[config.mk]
export PLATFORM = sky130hd
export DESIGN_NAME = sync_gray_ptr
export DESIGN_NICKNAME = d
export VERILOG_FILES = /design/src/rtl/sync_pkg.sv /design/src/rtl/sync_chain.sv /design/src/rtl/sync_gray_ptr.sv
export SDC_FILE = /design/constraint.sdc
export NUM_CORES = 1
export LEC_CHECK = 0
export BUFFER_PORTS_ARGS = -buffer_cell sky130_fd_sc_hd__buf_2
export CAP_MARGIN = 20
export CORE_MARGIN = 5
export CORE_UTILIZATION = 53
export CTS_BUF_LIST = sky130_fd_sc_hd__clkbuf_4
export DETAILED_ROUTE_END_ITERATION = 6
export PLACE_DENSITY_LB_ADDON = 0.2
export REMOVE_ABC_BUFFERS = 1
export SYNTH_ARGS = -nofsm -noshare
export SYNTH_HDL_FRONTEND = slang
export SYNTH_SLANG_ARGS = --single-unit
export TNS_END_PERCENT = 10
[constraint.sdc]
create_clock -name rclk -period 2.1 [get_ports rclk]
set_clock_uncertainty 0.05 [all_clocks]
set_input_delay 0.315 -clock rclk [delete_from_list [all_inputs] [get_ports rclk]]
set_output_delay 0.315 -clock rclk [all_outputs]
set_load 0.1 [all_outputs]
[src/rtl/sync_pkg.sv]
// Shared helpers for the Gray-pointer synchroniser: code conversions and a step-size test.
package sync_pkg;

    localparam int unsigned SYNC_STAGES_MAX = 4;
    localparam int unsigned PTR_W_MAX       = 32;

    // Gray codes are zero-extended, so conversion is independent of the pointer width.
    function automatic logic [PTR_W_MAX-1:0] gray2bin(input logic [PTR_W_MAX-1:0] g);
        logic [PTR_W_MAX-1:0] b;
        b[PTR_W_MAX-1] = g[PTR_W_MAX-1];
        for (int i = int'(PTR_W_MAX) - 2; i >= 0; i--) begin
            b[i] = b[i+1] ^ g[i];
        end
        return b;
    endfunction

    function automatic logic [PTR_W_MAX-1:0] bin2gray(input logic [PTR_W_MAX-1:0] b);
        return b ^ (b >> 1);
    endfunction

    function automatic logic onehot0_or_one(input logic [PTR_W_MAX-1:0] v);
        return (v & (v - PTR_W_MAX'(1))) == '0;
    endfunction

endpackage

[src/rtl/sync_chain.sv]
// Plain multi-bit flop chain; kept free of logic so CDC tools recognise it as a synchroniser.
module sync_chain #(
    parameter int unsigned WIDTH  = 5,
    parameter int unsigned STAGES = 2
) (
    input  logic             rclk,
    input  logic             rrst_n,
    input  logic [WIDTH-1:0] d,
    output logic [WIDTH-1:0] q
);

    logic [WIDTH-1:0] stg [STAGES];

    always_ff @(posedge rclk or negedge rrst_n) begin
        if (!rrst_n) begin
            for (int i = 0; i < int'(STAGES); i++) begin
                stg[i] <= '0;
            end
        end else begin
            stg[0] <= d;
            for (int i = 1; i < int'(STAGES); i++) begin
                stg[i] <= stg[i-1];
            end
        end
    end

    assign q = stg[STAGES-1];

endmodule

[src/rtl/sync_gray_ptr.sv]
// Multi-channel Gray pointer synchroniser with binary conversion, update strobe and jump detection.
module sync_gray_ptr
    import sync_pkg::*;
#(
    parameter int unsigned ASIZE    = 4,
    parameter int unsigned STAGES   = 2,
    parameter int unsigned CHANNELS = 1
) (
    input  logic                          rclk,
    input  logic                          rrst_n,
    input  logic [CHANNELS-1:0][ASIZE:0]  wptr,
    output logic [CHANNELS-1:0][ASIZE:0]  rq_wptr,
    output logic [CHANNELS-1:0][ASIZE:0]  rq_wptr_bin,
    output logic [CHANNELS-1:0]           rq_upd,
    input  logic [CHANNELS-1:0]           err_clr,
    output logic [CHANNELS-1:0]           err_jump
);

    localparam int unsigned PTR_W = ASIZE + 1;

    if (STAGES < 2 || STAGES > SYNC_STAGES_MAX) begin : g_bad_stages
        $error("sync_gray_ptr: STAGES must be in 2..%0d", SYNC_STAGES_MAX);
    end
    if (CHANNELS < 1) begin : g_bad_channels
        $error("sync_gray_ptr: CHANNELS must be at least 1");
    end
    if (PTR_W > PTR_W_MAX) begin : g_bad_asize
        $error("sync_gray_ptr: pointer width exceeds %0d", PTR_W_MAX);
    end

    for (genvar c = 0; c < int'(CHANNELS); c++) begin : g_ch
        logic [PTR_W-1:0] sync_q;
        logic [PTR_W-1:0] hist_q;
        logic [PTR_W-1:0] bin_q;
        logic [PTR_W-1:0] delta;
        logic             upd_q;
        logic             err_q;
        logic             step;
        logic             jump;

        sync_chain #(
            .WIDTH  (PTR_W),
            .STAGES (STAGES)
        ) u_chain (
            .rclk   (rclk),
            .rrst_n (rrst_n),
            .d      (wptr[c]),
            .q      (sync_q)
        );

        assign delta = sync_q ^ hist_q;
        assign step  = |delta;
        assign jump  = step && !onehot0_or_one(PTR_W_MAX'(delta));

        // Any change updates the binary view; multi-bit changes also latch the sticky error.
        always_ff @(posedge rclk or negedge rrst_n) begin
            if (!rrst_n) begin
                hist_q <= '0;
                bin_q  <= '0;
                upd_q  <= 1'b0;
                err_q  <= 1'b0;
            end else begin
                hist_q <= sync_q;
                upd_q  <= step;
                if (step) begin
                    bin_q <= PTR_W'(gray2bin(PTR_W_MAX'(sync_q)));
                end
                if (jump) begin
                    err_q <= 1'b1;
                end else if (err_clr[c]) begin
                    err_q <= 1'b0;
                end
            end
        end

        assign rq_wptr[c]     = sync_q;
        assign rq_wptr_bin[c] = bin_q;
        assign rq_upd[c]      = upd_q;
        assign err_jump[c]    = err_q;
    end

endmodule

* Word level (Yosys, flattened, before mapping)
Index checks and enable logic that the tools add are counted. Widths: inputs -> output; s select.
Storage, ports and cells: latch bits 0, register bits 22, memories 0, RAM bits 0, word-level logic and storage cells 20, bits in read-only memories 0, bits of input ports 8
Operators by class: reductions and logical operators 5, mux-type cells 2, bitwise operators 6, multiply operators 0, div/mod/pow operators 0, add/subtract/negate cells 1, eq/ne operators 0, shifts and indexed selects 0, $lt $le $gt $ge 0
Operator list (count):
- $and 5x32->32 | 1
- $logic_not 32->1 | 1
- $sub 5x1->6 const B | 1
- $reduce_or 5->1 | 1
- $xor 5x5->5 | 1
- $xor 1x1->1 | 4
- $mux 1 | 2
- $reduce_bool 2->1 | 1
- $logic_and 1x1->1 | 1
- $logic_not 1->1 | 1

* Logic depth before layout (Yosys ltp)
depth in word-level cells 7, depth in mapped cells 4, gate-level depth less buffers 4

* Hierarchy
From an unflattened synthesis, not the netlist that was laid out.
Unflattened totals: cell total of the unflattened synthesis 51, area total of the unflattened synthesis 818.3 sq um
Modules (own cells, without submodules):
- sync_gray_ptr | area each 530.5 sq um, cells each 36, instances 1
- sync_chain | area each 287.8 sq um, cells each 15, instances 1

* Worst setup path before layout
No wires, ideal clock.
path type register to register, start register g_ch[0].u_chain.stg (netlist bit g_ch[0].u_chain.q[2]), end register g_ch[0].bin_q[0] (netlist: rq_wptr_bin[0]), data required time 1.925 ns, buffers on the path 0, slack 0.570 ns, cell stages (with the launch flop) 5, arrival time 1.354 ns, cells stage by stage dfrtp_1 xor3_1 xor2_1 xor2_1 mux2_2
On the way: longest elaborated chain between the ends 3, elaborated cells on any way between the ends 5, those cells by class 4 x bitwise; 1 x reduce/logical
Ends and longest elaborated chain:
- start: declaration | RTL line sync_chain.sv:12 | logic [WIDTH-1:0] stg [STAGES];
- start signal: indexed assignment | RTL line sync_chain.sv:22 | stg[i] <= stg[i-1];
- $xor 1x1->1 (3 in series) | RTL line sync_pkg.sv:12 | b[i] = b[i+1] ^ g[i];
- end signal: assignment | RTL line sync_gray_ptr.sv:66 | bin_q <= PTR_W'(gray2bin(PTR_W_MAX'(sync_q)));
- end: declaration | RTL line sync_gray_ptr.sv:34 | logic [PTR_W-1:0] bin_q;
Several ways; a longest one is shown, not always the timed one. A chain may end at the register's enable or synchronous reset.

* Worst setup path in the final report
start register g_ch[0].u_chain.stg (netlist bit g_ch[0].u_chain.q[4]), end output port rq_wptr[4] (netlist name)
RTL lines:
- end: declaration | RTL line sync_gray_ptr.sv:12 | output logic [CHANNELS-1:0][ASIZE:0] rq_wptr,
No word-level cell between the ends.

==> impl_results.md <==
- Pwr/cell area: 1020 nW/um^2
- FF+latch count, synth: 22
- MaxCap Viol Count: 0
- Area Overhead vs Synth: 13.7%
- Delay of the slowest critical-path stage: 0.50 ns
- Overall Global Routing Usage: 11.1%
- # clock sinks: 22
- Final Critical Period: 1.64 ns
- Final Cycle Share: 78.2%
- Synth Instances: 51
- Gpl congestion: 0.749
- Share of cells above drive strength 1: 40.6%
- Worst setup path class: reg -> out
- Adder-Cell Fraction of Synth Area: 0%
- CP cell instances: buf_2
- Pre-Repair DR Iteration Count: 3
- Crit path buffers/inverters: 1
- Overflow left after global routing: 0
- Placed Area: 880 um^2
- Nets: 79
- Synth warnings: 0
- Slew Limit Fails: 0
- Hold Path Depth: 1
- Critical path peak fanout: 7
- RSZ-0062 raised after global routing: false
- Worst vdd ir: 0.586 mV
- Initial Util: 54.5%
- Fmax: 609 MHz
- Post-synthesis sequential area ratio: 68.6%
- CP Depth: 1
- Register clock-pin slew on the reported worst setup and hold paths: 0.11 ns
- Core Util, Final: 62.0%
- Residual DRC: 0
- Drt total wl: 1.12 mm
- Row count: 14
- Clock Latency Late Sink: 0.29 ns
- Core area: 1470 um^2
- Commonest non-fill, non-tap cells in the layout: 22 x dfrtp_1, 19 x buf_2, 5 x xnor2_1
- CP max stage cell: dfrtp_1
- CP required: 1.74 ns
- Via count: 428
- Commonest non-fill, non-tap cell in the layout: dfrtp_1
- Placed Cells: 81
- Dpl hpwl: 834 um
- First-pass GRT wire length: 2.10 mm
- H-tree depth: 1
- Drt wl/cell: 13.2 um
- CTS Buffer Depth: 2
- FF-to-FF path depth: 4
- Synthesized area per cell: 15.7 um^2
- DR vias/cell: 5.04
- Fin Hold WS: 0.0677 ns
- Initial antenna violation count: 0
- Die Area: 2390 um^2
- CTS tree: done
- Status: complete, no violations
- Largest family of logic cells by synthesized area: XOR/XNOR gates
- Port Buffers: 19
- Final Instance Area: 912 um^2
- Final Setup Violations: 0
- Worst Tran Pin Value: 0.492 ns
- Mux cell area share after synthesis: 5.62%
- Post-CTS Resized: 0
- CP delay by family, top: flip-flops
- Number of global-route vias before repair: 485
- # IOs: 20
- Finished Layout Cells: 85
- Syn Std Cell Area: 802 um^2
- Leak pwr: 0.433 nW
- Routed Antenna Nets: 0
- CP arrival: 1.28 ns
- Initial DRC count: 2
- Critical Path Source Type: flop
- Post-Synth Simple-Gate Area: 4.84%
- Post-synth cell types: 15
- XOR/XNOR Fraction of Synth Area: 11.7%
- Hold Path Class: in -> reg
- Slew headroom: 67.4%
- Final hold violations: 0
- Root buf cell: clkbuf_4
- Chip height: 48.9 um
- CTS Buf Count: 3
- Largest net degree at the start of global routing: 23
- Compound-Gate Fraction of Synth Area: 4.06%
- Die width: 48.9 um
- Crit path capture type: output port
- # diodes: 0
[timing repair]
action,4_1_cts,5_1_grt
setup buffers,0,0
hold buffers,1,0
hold endpoints to repair,22,0
[metrics by stage]
| step | setup TNS [ns] | power (W) | setup slack [ns] |
|---|---|---|---|
| finish | 0 | 0.000933 | 0.458 |
| global route | 0 | 0.000980 | 0.375 |
| CTS | 0 | 0.000948 | 0.431 |
| detailed placement | 0 | 0.000766 | 0.506 |
| global placement | 0 | 0.000763 | 0.522 |
| floorplan | -0.281 | 0.000713 | -0.220 |
[report_power, final]
| group | switching (W) | internal, W | leakage [nW] |
|---|---|---|---|
| Sequential | 0.0000206 | 0.000457 | 0.252 |
| Combinational | 0.000224 | 0.0000544 | 0.167 |
| Clock | 0.000110 | 0.0000667 | 0.0138 |
| Total | 0.000355 | 0.000578 | 0.433 |
[flip-flops by register name (all words and copies together), names as in the netlist]
name,cells
err_jump,1
rq_wptr_bin,5
g_ch.hist_q,5
g_ch.u_chain.stg,5
rq_upd,1
g_ch.u_chain.q,5
[metal layers]
metal	GRT usage [%]	wire length, um	share of wire, %	vias up
li1	-	-	-	207
met1	13.0	459	41	207
met2	18.5	590	52	12
met3	2.45	65	5.8	2
met4	6.73	8	0.71	0
met5	0	0	0	-
[worst register-to-register path, cell delays in order, from the launching register on]
cell and delay (ns):
dfrtp_1 0.44, xnor2_1 0.33, and4_4 0.31, nand2_4 0.07, mux2_2 0.29
[final cells by class]
cell class,instances,area (um^2)
sequential,22,551
multi-input combinational,23,210
inverter,1,3.75
tap,16,20.0
timing repair buffer,20,105
fill,112,559
clock buffer,3,22.5
[kinds of logic after synthesis]
family / after synthesis
flip-flops: 22
XOR/XNOR: 9
buffers and inverters: 6
AO/OA/AOI/OAI: 5
AND/OR/NAND/NOR: 5
multiplexers: 4
[final timing paths]
check | start | to | slack, ns
worst max-delay path | g_ch[0].u_chain.q[4] | rq_wptr[4] | 0.46
worst min-delay path | wptr[4] | g_ch[0].u_chain.stg[9] | 0.07
worst max register to register | g_ch[0].u_chain.q[0] | rq_wptr_bin[2] | 0.50
worst min register to register | g_ch[0].u_chain.stg[8] | g_ch[0].u_chain.q[3] | 0.31
max in group asynchronous | rrst_n | g_ch[0].u_chain.q[0] | 1.24
min in group asynchronous | rrst_n | rq_wptr_bin[4] | 0.44
[cells in the mapped netlist, drive strengths merged]
cell type | count | area [um^2]
a21oi | 2 | 10.0
and4 | 1 | 11.3
buf | 5 | 37.5
dfrtp | 22 | 551
inv | 1 | 3.75
mux2 | 4 | 45.0
nand2 | 1 | 11.3
nand3 | 2 | 10.0
nand4 | 1 | 6.26
o2111ai | 1 | 8.76
o21ai | 1 | 5.00
o221ai | 1 | 8.76
xnor2 | 5 | 43.8
xor2 | 3 | 26.3
xor3 | 1 | 23.8
No activity file was read; power rests on OpenSTA's default activity.
